$ cat config.mk
export PLATFORM = sky130hd
export DESIGN_NAME = arbol_sumadores_secuenciador
export DESIGN_NICKNAME = d
export VERILOG_FILES = /design/src/rtl/arbol_sumadores_secuenciador.sv
export SDC_FILE = /design/constraint.sdc
export NUM_CORES = 1
export LEC_CHECK = 0
export ABC_CLOCK_PERIOD_IN_PS = 3800
export BUFFER_PORTS_ARGS = -buffer_cell sky130_fd_sc_hd__buf_2
export CELL_PAD_IN_SITES_DETAIL_PLACEMENT = 1
export CELL_PAD_IN_SITES_GLOBAL_PLACEMENT = 2
export CORE_ASPECT_RATIO = 0.5
export CORE_MARGIN = 5
export CORE_UTILIZATION = 24
export CTS_BUF_LIST = sky130_fd_sc_hd__clkbuf_8
export DETAILED_ROUTE_END_ITERATION = 8
export PLACE_DENSITY = 0.86
export RECOVER_POWER = 25
export SETUP_SLACK_MARGIN = 0.05
export SYNTH_ARGS = -nofsm -noshare
export SYNTH_HDL_FRONTEND = slang
export SYNTH_SLANG_ARGS = --single-unit
$ cat constraint.sdc
create_clock -name clk -period 3.8 [get_ports clk]
set_clock_uncertainty 0.15 [all_clocks]
set_input_delay 0.19 -clock clk [delete_from_list [all_inputs] [get_ports clk]]
set_output_delay 0.19 -clock clk [all_outputs]
set_load 0.005 [all_outputs]
$ cat src/rtl/arbol_sumadores_secuenciador.sv
// Sequencer for the 8-input pipelined adder tree: streams len beats into the tree,
// tracks them through its fixed latency and accumulates the returning partial sums.
module arbol_sumadores_secuenciador #(
  parameter int WIDTH = 8,
  parameter int LAT   = 3,
  parameter int BEATW = 4,
  parameter int ACCW  = WIDTH + 3 + BEATW
) (
  input  logic                    clk,
  input  logic                    rst,
  input  logic                    start,
  input  logic [BEATW-1:0]        len,
  output logic                    busy,
  input  logic                    s_valid,
  output logic                    s_ready,
  input  logic [8*WIDTH-1:0]      s_data,
  output logic [8*WIDTH-1:0]      tree_in,
  input  logic signed [WIDTH+2:0] tree_result,
  output logic                    done,
  output logic signed [ACCW-1:0]  sum
);

  localparam int TW = WIDTH + 3;

  localparam logic [1:0] ST_IDLE  = 2'd0;
  localparam logic [1:0] ST_FEED  = 2'd1;
  localparam logic [1:0] ST_DRAIN = 2'd2;
  localparam logic [1:0] ST_DONE  = 2'd3;

  logic [1:0]       state_q, state_d;
  logic [BEATW-1:0] len_q, len_d;
  logic [BEATW-1:0] issued_q, issued_d;
  logic [BEATW-1:0] returned_q, returned_d;
  logic [LAT-1:0]   vpipe_q, vpipe_d;
  logic [ACCW-1:0]  sum_q, sum_d;

  logic            fire;
  logic            marked;
  logic [ACCW-1:0] result_ext;

  assign s_ready    = (state_q == ST_FEED);
  assign busy       = (state_q != ST_IDLE);
  assign done       = (state_q == ST_DONE);
  assign fire       = s_valid & s_ready;
  assign tree_in    = fire ? s_data : '0;
  assign marked     = vpipe_q[LAT-1];
  assign result_ext = {{(ACCW-TW){tree_result[TW-1]}}, tree_result};
  assign sum        = sum_q;

  // Valid pipe mirrors the tree latency so only results of issued beats are summed.
  always_comb begin
    vpipe_d    = '0;
    vpipe_d[0] = fire;
    for (int i = 1; i < LAT; i++) begin
      vpipe_d[i] = vpipe_q[i-1];
    end
  end

  always_comb begin
    state_d    = state_q;
    len_d      = len_q;
    issued_d   = issued_q + BEATW'(fire);
    returned_d = returned_q + BEATW'(marked);
    sum_d      = marked ? (sum_q + result_ext) : sum_q;
    case (state_q)
      ST_IDLE: begin
        if (start) begin
          sum_d = '0;
          if (len != '0) begin
            len_d      = len;
            issued_d   = '0;
            returned_d = '0;
            state_d    = ST_FEED;
          end else begin
            state_d = ST_DONE;
          end
        end
      end
      ST_FEED: begin
        if (fire && (issued_q == len_q - BEATW'(1))) begin
          state_d = ST_DRAIN;
        end
      end
      ST_DRAIN: begin
        if (marked && (returned_q == len_q - BEATW'(1))) begin
          state_d = ST_DONE;
        end
      end
      ST_DONE: begin
        state_d = ST_IDLE;
      end
      default: begin
        state_d = ST_IDLE;
      end
    endcase
  end

  always_ff @(posedge clk) begin
    if (rst) begin
      state_q    <= ST_IDLE;
      len_q      <= '0;
      issued_q   <= '0;
      returned_q <= '0;
      vpipe_q    <= '0;
      sum_q      <= '0;
    end else begin
      state_q    <= state_d;
      len_q      <= len_d;
      issued_q   <= issued_d;
      returned_q <= returned_d;
      vpipe_q    <= vpipe_d;
      sum_q      <= sum_d;
    end
  end

endmodule
After elaboration in Yosys (flattened, before gate mapping)
Index checks and enable logic that the tools add are counted.

Flip-flop bits (word level): 32. Input port bits: 83. Logic and storage cells: 41.

$add $sub $neg: 4. Equal/unequal tests: 8. Muxes and demuxes: 15. Bitwise operators: 1. Reductions and logical operators: 7.

Operator list (count): two-way mux 64 bit (1); two-way mux 15 bit (3); two-way mux 4 bit (6); adder 15 bit (1); adder 4 x 1 -> 4 bit (2); == test 4 bit (2); two-way mux 2 bit (4); case mux 2 bit (4 select lines) (1); AND reduction 3 bit (2); == test 2 bit (second input constant) (2); inequality test 2 bit (second input constant) (2); nonzero test 4 bit (1); subtractor 4 x 1 -> 4 bit (second input constant) (1); == test 2 x 1 -> 1 bit (second input constant) (1); logical AND 1 bit (2); logical NOT 2 bit (1); inequality test 2 x 1 -> 1 bit (second input constant) (1); nonzero test 2 bit (1); AND 1 bit (1).

Logic depth before layout (Yosys ltp)
Gate-level depths: netlist of run 1.

Depth in word-level cells: 6. Gate-level depth with buffers: 8. Depth with buffers taken out: 8.

Least setup slack after synthesis of run 1
OpenSTA, ideal clock, no wires.

Path kind: reg-to-reg. From: reg sum_q[0] (netlist: sum[0]). To: reg sum_q[14] (netlist: sum[14]). Arrival: 2073 ps. Data required time: 3520 ps. Setup slack: 1447 ps. Stages on the path, launching flop included: 9. Buffers on the path: 0. Period minus slack after synthesis: 2353 ps. Cells stage by stage: dfxtp_1 > ha_1 > fa_1 > a21o_1 > a221o_2 > a31oi_4 > mux2i_1 > o21a_1 > nor3_2.

Cells in the longest elaborated chain, start to end: 4.

Ends and longest elaborated chain: from (decl) (line 35) `logic [ACCW-1:0] sum_q, sum_d;`; from (signal assigned) (line 112) `sum_q <= sum_d;`; adder 15 bit (*) (line 64) `sum_d = marked ? (sum_q + result_ext) : sum_q;`; two-way mux 15 bit (*) (line 64); two-way mux 15 bit (line 67) `if (start) begin`; two-way mux 15 bit (*) (line 65) `case (state_q)`.

Mark *: on every way between the ends. The rest lies on a longest branch, timed or not. A chain may end at the register's enable or synchronous reset.

Final worst setup path of run 1
Ends and elaborated chain as after synthesis.

==> results.sh, run 1 <==
export IMPL_status="complete, no violations"
export IMPL_start_util=0.247
export IMPL_io_buffers=164
export IMPL_numCtsBuffers=5
export IMPL_clockBufferDepth=2
export IMPL_die_area_um2=12800
export IMPL_grt_first_pass_wirelength_um=14600
export IMPL_powerDensity_nw_per_um2=329
export IMPL_layout_drive_gt1_share=0.361
export IMPL_fin_crit_sh=0.670
export IMPL_path_max_fanout=3
export IMPL_slew_headroom=0.337
export IMPL_p_int_uw=731
export IMPL_switching_share=0.374
export IMPL_p_total_uw=1170
export IMPL_syn_inst=309
export IMPL_combPwrFrac=0.436
export IMPL_clock_insertion_delay_worst_skew_ns=0.29
export IMPL_setup_viol=0
export IMPL_power_frac_seq=0.326
export IMPL_routed_wl_um=9080
export IMPL_start_kind="flop"
export IMPL_postCtsSetupBuffers=0
export IMPL_yosys_warnings=0
export IMPL_rsz0062_at_grt="no"
export IMPL_drt_pass1_iter_count=4
export IMPL_grt_ovfl_total=0
export IMPL_post_route_min_period_ns=2.55
export IMPL_vdd_ir_drop_worst_mv=0.130
export IMPL_post_drt_wl_per_cell_um=15.0
export IMPL_cts_tree="done"
export IMPL_syn_mean_instance_area_um2=8.18
export IMPL_place_area_um2=3470
export IMPL_busiest_layer="met2"
export IMPL_dieHeight_um=82.5
export IMPL_antenna_found_initial=4
export IMPL_clkTransAtPathRegs_ns=0.07
export IMPL_cts_resized=0
export IMPL_synthArstFlopShare=0
export IMPL_synth_edf_count=0
export IMPL_worstHoldPathCells=3
export IMPL_fp_row_count=26
export IMPL_hold_ws_ns=0.0287
export IMPL_htreeDepth=2
export IMPL_final_cell_mix="150 x buf_2, 65 x and3_1, 32 x dfxtp_1"
export IMPL_yosysTopAreaCell="dfxtp_1"
export IMPL_root_buffer="clkbuf_8"
export IMPL_synth_ff_type="dfxtp_1"
export IMPL_grt_util_met3=0.0531
export IMPL_ff2ff_path_depth=8
export IMPL_arrival_ns=2.55
export IMPL_coreArea_um2=10200
export IMPL_rr_startpoint="sum[0]"
export IMPL_worst_pin_slew_ns=0.993
export IMPL_use_met1=0.166
export IMPL_hp_start="len[0]"
export IMPL_pin_count=165
export IMPL_drt_iter0_drc=65
export IMPL_synth_seq_area_share=0.254
export IMPL_met2_usage=0.239
export IMPL_synth_top_cell_area_share=0.254
export IMPL_critPathTopFamily="compound AO/OA/AOI/OAI gates"
export IMPL_p_leak_uw=0.00206
export IMPL_synth_fp_nets=417
export IMPL_slowest_stage="fa_1"
export IMPL_ant_nets=0
export IMPL_cpPeakStageDelay_ns=0.42
export IMPL_grt_use_total=0.139
export IMPL_nNetsFinal=572
export IMPL_vias_per_cell=4.62
export IMPL_required_ns=3.81
export IMPL_holdPathEnd="len_q[0]"
export IMPL_critPathKind="flop to flop"
export IMPL_synthDistinctLibCells=44
export IMPL_fmax_mhz=393
export IMPL_vias=2795
export IMPL_hold_buffers=1
export IMPL_r2r_setup_slack_ns=1.25
export IMPL_area_delta_synth_final_pct=40.5
export IMPL_drv_slew=0
export IMPL_drc=0
export IMPL_ys_ff_latch=32
export IMPL_r2r_end="sum[14]"
export IMPL_setup_tns_final_ns=0
export IMPL_die_x_um=155
export IMPL_crit_chain="ha_1 -> fa_1 -> a21o_1 -> a221o_2 -> a31oi_4 -> mux2i_1 -> o21a_1 -> nor3_2"
export IMPL_netlist_area_um2=2530
export IMPL_diodes=0
export IMPL_synthTopCellsByArea="dfxtp_1 25%, and3_1 16%, ha_1 12%"
export IMPL_finalCoreUtilization=0.346
export IMPL_crit_buf_inv=0
export IMPL_final_common_cell="buf_2"
export IMPL_p_switching_uw=437
export IMPL_grt_pass1_vias=2906
export IMPL_cts_sinks=32
export IMPL_place_congestion=0.789
export IMPL_finalInstanceArea_um2=3550
export IMPL_cp_end_kind="flop"
export IMPL_power_frac_clock=0.239
export IMPL_finalHoldViolations=0
export IMPL_min_path_type="input port to flop"
export IMPL_dp_hpwl_um=7330
export IMPL_grt_start_max_net_pins=67
export IMPL_cap_violations=0
-- state kept, by name (all words and copies together) (netlist names) --
register and flops:
sum 15, issued_q 4, len_q 4, returned_q 4, state_q 2, vpipe_q 3
-- logic make-up (layout without fill, tap and decap cells) --
| kind of cell | count (synthesis) | after routing | share of synthesized area |
|---|---|---|---|
| simple gates | 147 | 147 | 0.322 |
| mux | 10 | 10 | 0.0396 |
| flops | 32 | 32 | 0.254 |
| xor+xnor | 23 | 23 | 0.0906 |
| buf+inv | 26 | 182 | 0.0391 |
| compound gates | 46 | 46 | 0.128 |
| fa+ha+maj | 25 | 25 | 0.127 |
-- synthesized netlist by cell type, drive strengths merged (8+ instances only) --
cell type and count:
mux2i 10, a21oi 12, xor2 8, dfxtp 32
xnor2 13, ha 24, clkbuf 17, and3 66
nor2 29, nand2 15
-- power by group through the flow --
stage / Combinational [uW] / Clock, uW / Sequential (uW)
floorplan: 320 / 0 / 381
global route: 577 / 305 / 384
finish: 509 / 279 / 380
detailed placement: 519 / 0 / 389
CTS: 524 / 292 / 381
global placement: 511 / 0 / 388
-- worst max-delay path by stage --
stage	from	to	slack [ns]	depth (start not counted)
finish	sum[0]	sum[14]	1.25	8
global route	sum[0]	sum[14]	1.15	8
CTS	sum[0]	sum[14]	1.24	8
detailed placement	sum[0]	sum[14]	1.26	8
global placement	tree_result[0]	sum[14]	1.33	9
floorplan	sum[0]	sum[14]	1.45	8
-- metal layers --
metal,vias up,part of all wire
li1,1414,-
met1,1283,0.44
met2,73,0.47
met3,17,0.073
met4,8,0.012
met5,-,0.0075
-- worst register-to-register path, delay by kind of cell, from the launching register on --
kind / cells / cell delay (ns)
muxes: 1 / 0.27
adders and majority gates: 2 / 0.63
DFF: 1 / 0.32
AOI/OAI and AO/OA: 4 / 1.00
and+or+nand+nor: 1 / 0.04
-- area by class of cell --
cell class	count	area, um2
Fill cell	1295	6700
Multi-Input combinational cell	251	1790
Timing Repair Buffer	167	828
Sequential cell	32	641
Tap cell	140	175
Clock buffer	6	82.6
Inverter	7	26.3
Clock inverter	2	10.0
-- metrics by stage --
stage	std cells	setup WS, ns
floorplan	309	1.45
global placement	596	1.33
detailed placement	596	1.26
CTS	605	1.24
global route	605	1.15
finish	605	1.25
Power figures use the tool's default switching activity.
==> inputs of run 2 (changes only) <==
--- a/config.mk
+++ b/config.mk
@@ -5,16 +5,16 @@
 export SDC_FILE = /design/constraint.sdc
 export NUM_CORES = 1
 export LEC_CHECK = 0
-export ABC_CLOCK_PERIOD_IN_PS = 3800
+export ABC_CLOCK_PERIOD_IN_PS = 2160
 export BUFFER_PORTS_ARGS = -buffer_cell sky130_fd_sc_hd__buf_2
 export CELL_PAD_IN_SITES_DETAIL_PLACEMENT = 1
 export CELL_PAD_IN_SITES_GLOBAL_PLACEMENT = 2
 export CORE_ASPECT_RATIO = 0.5
 export CORE_MARGIN = 5
-export CORE_UTILIZATION = 24
+export CORE_UTILIZATION = 20
 export CTS_BUF_LIST = sky130_fd_sc_hd__clkbuf_8
 export DETAILED_ROUTE_END_ITERATION = 8
-export PLACE_DENSITY = 0.86
+export PLACE_DENSITY = 0.77
 export RECOVER_POWER = 25
 export SETUP_SLACK_MARGIN = 0.05
 export SYNTH_ARGS = -nofsm -noshare
==> constraint.sdc (replaced) <==
create_clock -name clk -period 2.16 [get_ports clk]
set_clock_uncertainty 0.15 [all_clocks]
set_input_delay 0.108 -clock clk [delete_from_list [all_inputs] [get_ports clk]]
set_output_delay 0.108 -clock clk [all_outputs]
set_load 0.005 [all_outputs]
==> results.sh, run 2 (same netlist as run 1, synthesis figures left out) <==
export IMPL_vias_per_cell=4.40
export IMPL_rsz0062_at_grt="yes"
export IMPL_coreArea_um2=12500
export IMPL_grt_use_total=0.119
export IMPL_pin_count=165
export IMPL_powerDensity_nw_per_um2=539
export IMPL_routed_wl_um=9710
export IMPL_status="complete, but fails checks"
export IMPL_area_delta_synth_final_pct=57.4
export IMPL_grt_first_pass_wirelength_um=14800
export IMPL_final_common_cell="buf_2"
export IMPL_numCtsBuffers=5
export IMPL_wl_met3_um=661
export IMPL_finalCoreUtilization=0.318
export IMPL_drt_met1_wl_um=4290
export IMPL_ant_nets=0
export IMPL_p_leak_uw=0.00229
export IMPL_fmax_mhz=428
export IMPL_dieHeight_um=89.5
export IMPL_path_max_fanout=3
export IMPL_layout_drive_gt1_share=0.451
export IMPL_cp_end_kind="flop"
export IMPL_die_area_um2=15100
export IMPL_failed_checks="negative setup slack"
export IMPL_ff2ff_path_depth=8
export IMPL_worst_pin_slew_ns=0.536
export IMPL_clkTransAtPathRegs_ns=0.07
export IMPL_start_util=0.202
export IMPL_wl_met2_um=4650
export IMPL_setup_viol=4
export IMPL_worstHoldPathCells=3
export IMPL_drt_iter0_drc=72
export IMPL_post_route_min_period_ns=2.34
export IMPL_fp_row_count=29
export IMPL_fin_crit_sh=1.08
export IMPL_cts_sinks=32
export IMPL_critPathKind="flop to flop"
export IMPL_vias=2938
export IMPL_nNetsFinal=605
export IMPL_finalWorstSetupSlack_ns=-0.177
export IMPL_root_buffer="clkbuf_8"
export IMPL_io_buffers=164
export IMPL_die_x_um=169
export IMPL_highest_layer="met5"
export IMPL_slew_headroom=0.643
export IMPL_cts_tree="done"
export IMPL_dp_hpwl_um=7720
export IMPL_grt_ovfl_total=0
export IMPL_r2r_setup_slack_ns=-0.18
export IMPL_setup_tns_final_ns=-0.476
export IMPL_clock_insertion_delay_worst_skew_ns=0.28
export IMPL_grt_pass1_vias=3045
export IMPL_place_congestion=0.808
export IMPL_antenna_found_initial=4
export IMPL_min_path_type="input port to flop"
export IMPL_grt_start_max_net_pins=67
export IMPL_vdd_ir_drop_worst_mv=0.257
export IMPL_clockBufferDepth=2
export IMPL_drt_pass1_iter_count=4
export IMPL_start_kind="flop"
export IMPL_htreeDepth=2
export IMPL_hold_ws_ns=0.0368
export IMPL_cap_violations=0
export IMPL_finalHoldViolations=0
export IMPL_arrival_ns=2.40
export IMPL_drc=0
export IMPL_post_drt_wl_per_cell_um=14.5
export IMPL_drv_slew=0
export IMPL_final_cell_mix="163 x buf_2, 65 x and3_1, 29 x nor2_1, 29 x dfxtp_1, 26 x buf_4"
export IMPL_largest_reg_flops=15
export IMPL_required_ns=2.22
## run 2: cell types whose count changed in the layout (fill, tap and decap cells not counted), sizes merged
cell | previous run | this run
clkbuf | 20 | 6
dlygate4sd3 | 1 | 8
inv | 7 | 8
clkinv | 2 | 1
buf | 152 | 191
diode | 0 | 1
## run 2: path summary, 6_finish.rpt
check / startpoint / end
hold reg to reg: vpipe_q[0] / vpipe_q[1]
setup reg to reg: sum[0] / sum[14]
setup / recovery: sum[0] / sum[14]
hold / removal: start / len_q[1]
## run 2: layout make-up
cell class | instances | area (um2)
Antenna cell | 1 | 2.50
Clock buffer | 5 | 68.8
Clock inverter | 2 | 8.76
Fill cell | 1561 | 8540
Inverter | 7 | 26.3
Multi-Input combinational cell | 251 | 1890
Sequential cell | 32 | 647
Tap cell | 170 | 213
Timing Repair Buffer | 200 | 1120
## run 2: per-layer routing
layer / global-route usage / vias up
met4: 0.0199 / 6
met1: 0.144 / 1363
met3: 0.0402 / 10
li1: - / 1483
met2: 0.211 / 76
met5: 0 / -
## run 2: timing repair
item / CTS / global route
buffers inserted: 3 / 4
endpoints found under the setup margin: 6 / 51
endpoints found under the hold margin: 5 / 0
gates resized for setup: 7 / 17
pin swaps: 5 / 5
hold buffers: 8 / 0
## run 2: worst max-delay path, stage by stage, from the launching register on
cell	delay (ns)
dfxtp_2	0.33
ha_4	0.16
fa_2	0.34
a21o_1	0.19
a221o_2	0.41
a31oi_4	0.18
mux2i_1	0.28
nor3_1	0.09
nor3_2	0.14
## run 2: through the flow
| stage | worst slack [ns] | cells | cell area (um2) | power (uW) |
|---|---|---|---|---|
| 6_report | -0.177 | 668 | 3980 | 2140 |
| 5_1_grt | -0.279 | 668 | 3980 | 2310 |
| 4_1_cts | -0.190 | 663 | 3880 | 2110 |
| 3_5_place_dp | -0.241 | 645 | 3660 | 1640 |
| 3_3_place_gp | -0.149 | 645 | 3660 | 1630 |
| 2_1_floorplan | -0.119 | 309 | 2540 | 1230 |
## run 2: where the power goes
part           internal, uW  switching (uW)
combinational           498             542
sequential              629            33.7
clock                   214             226
total                  1340             802
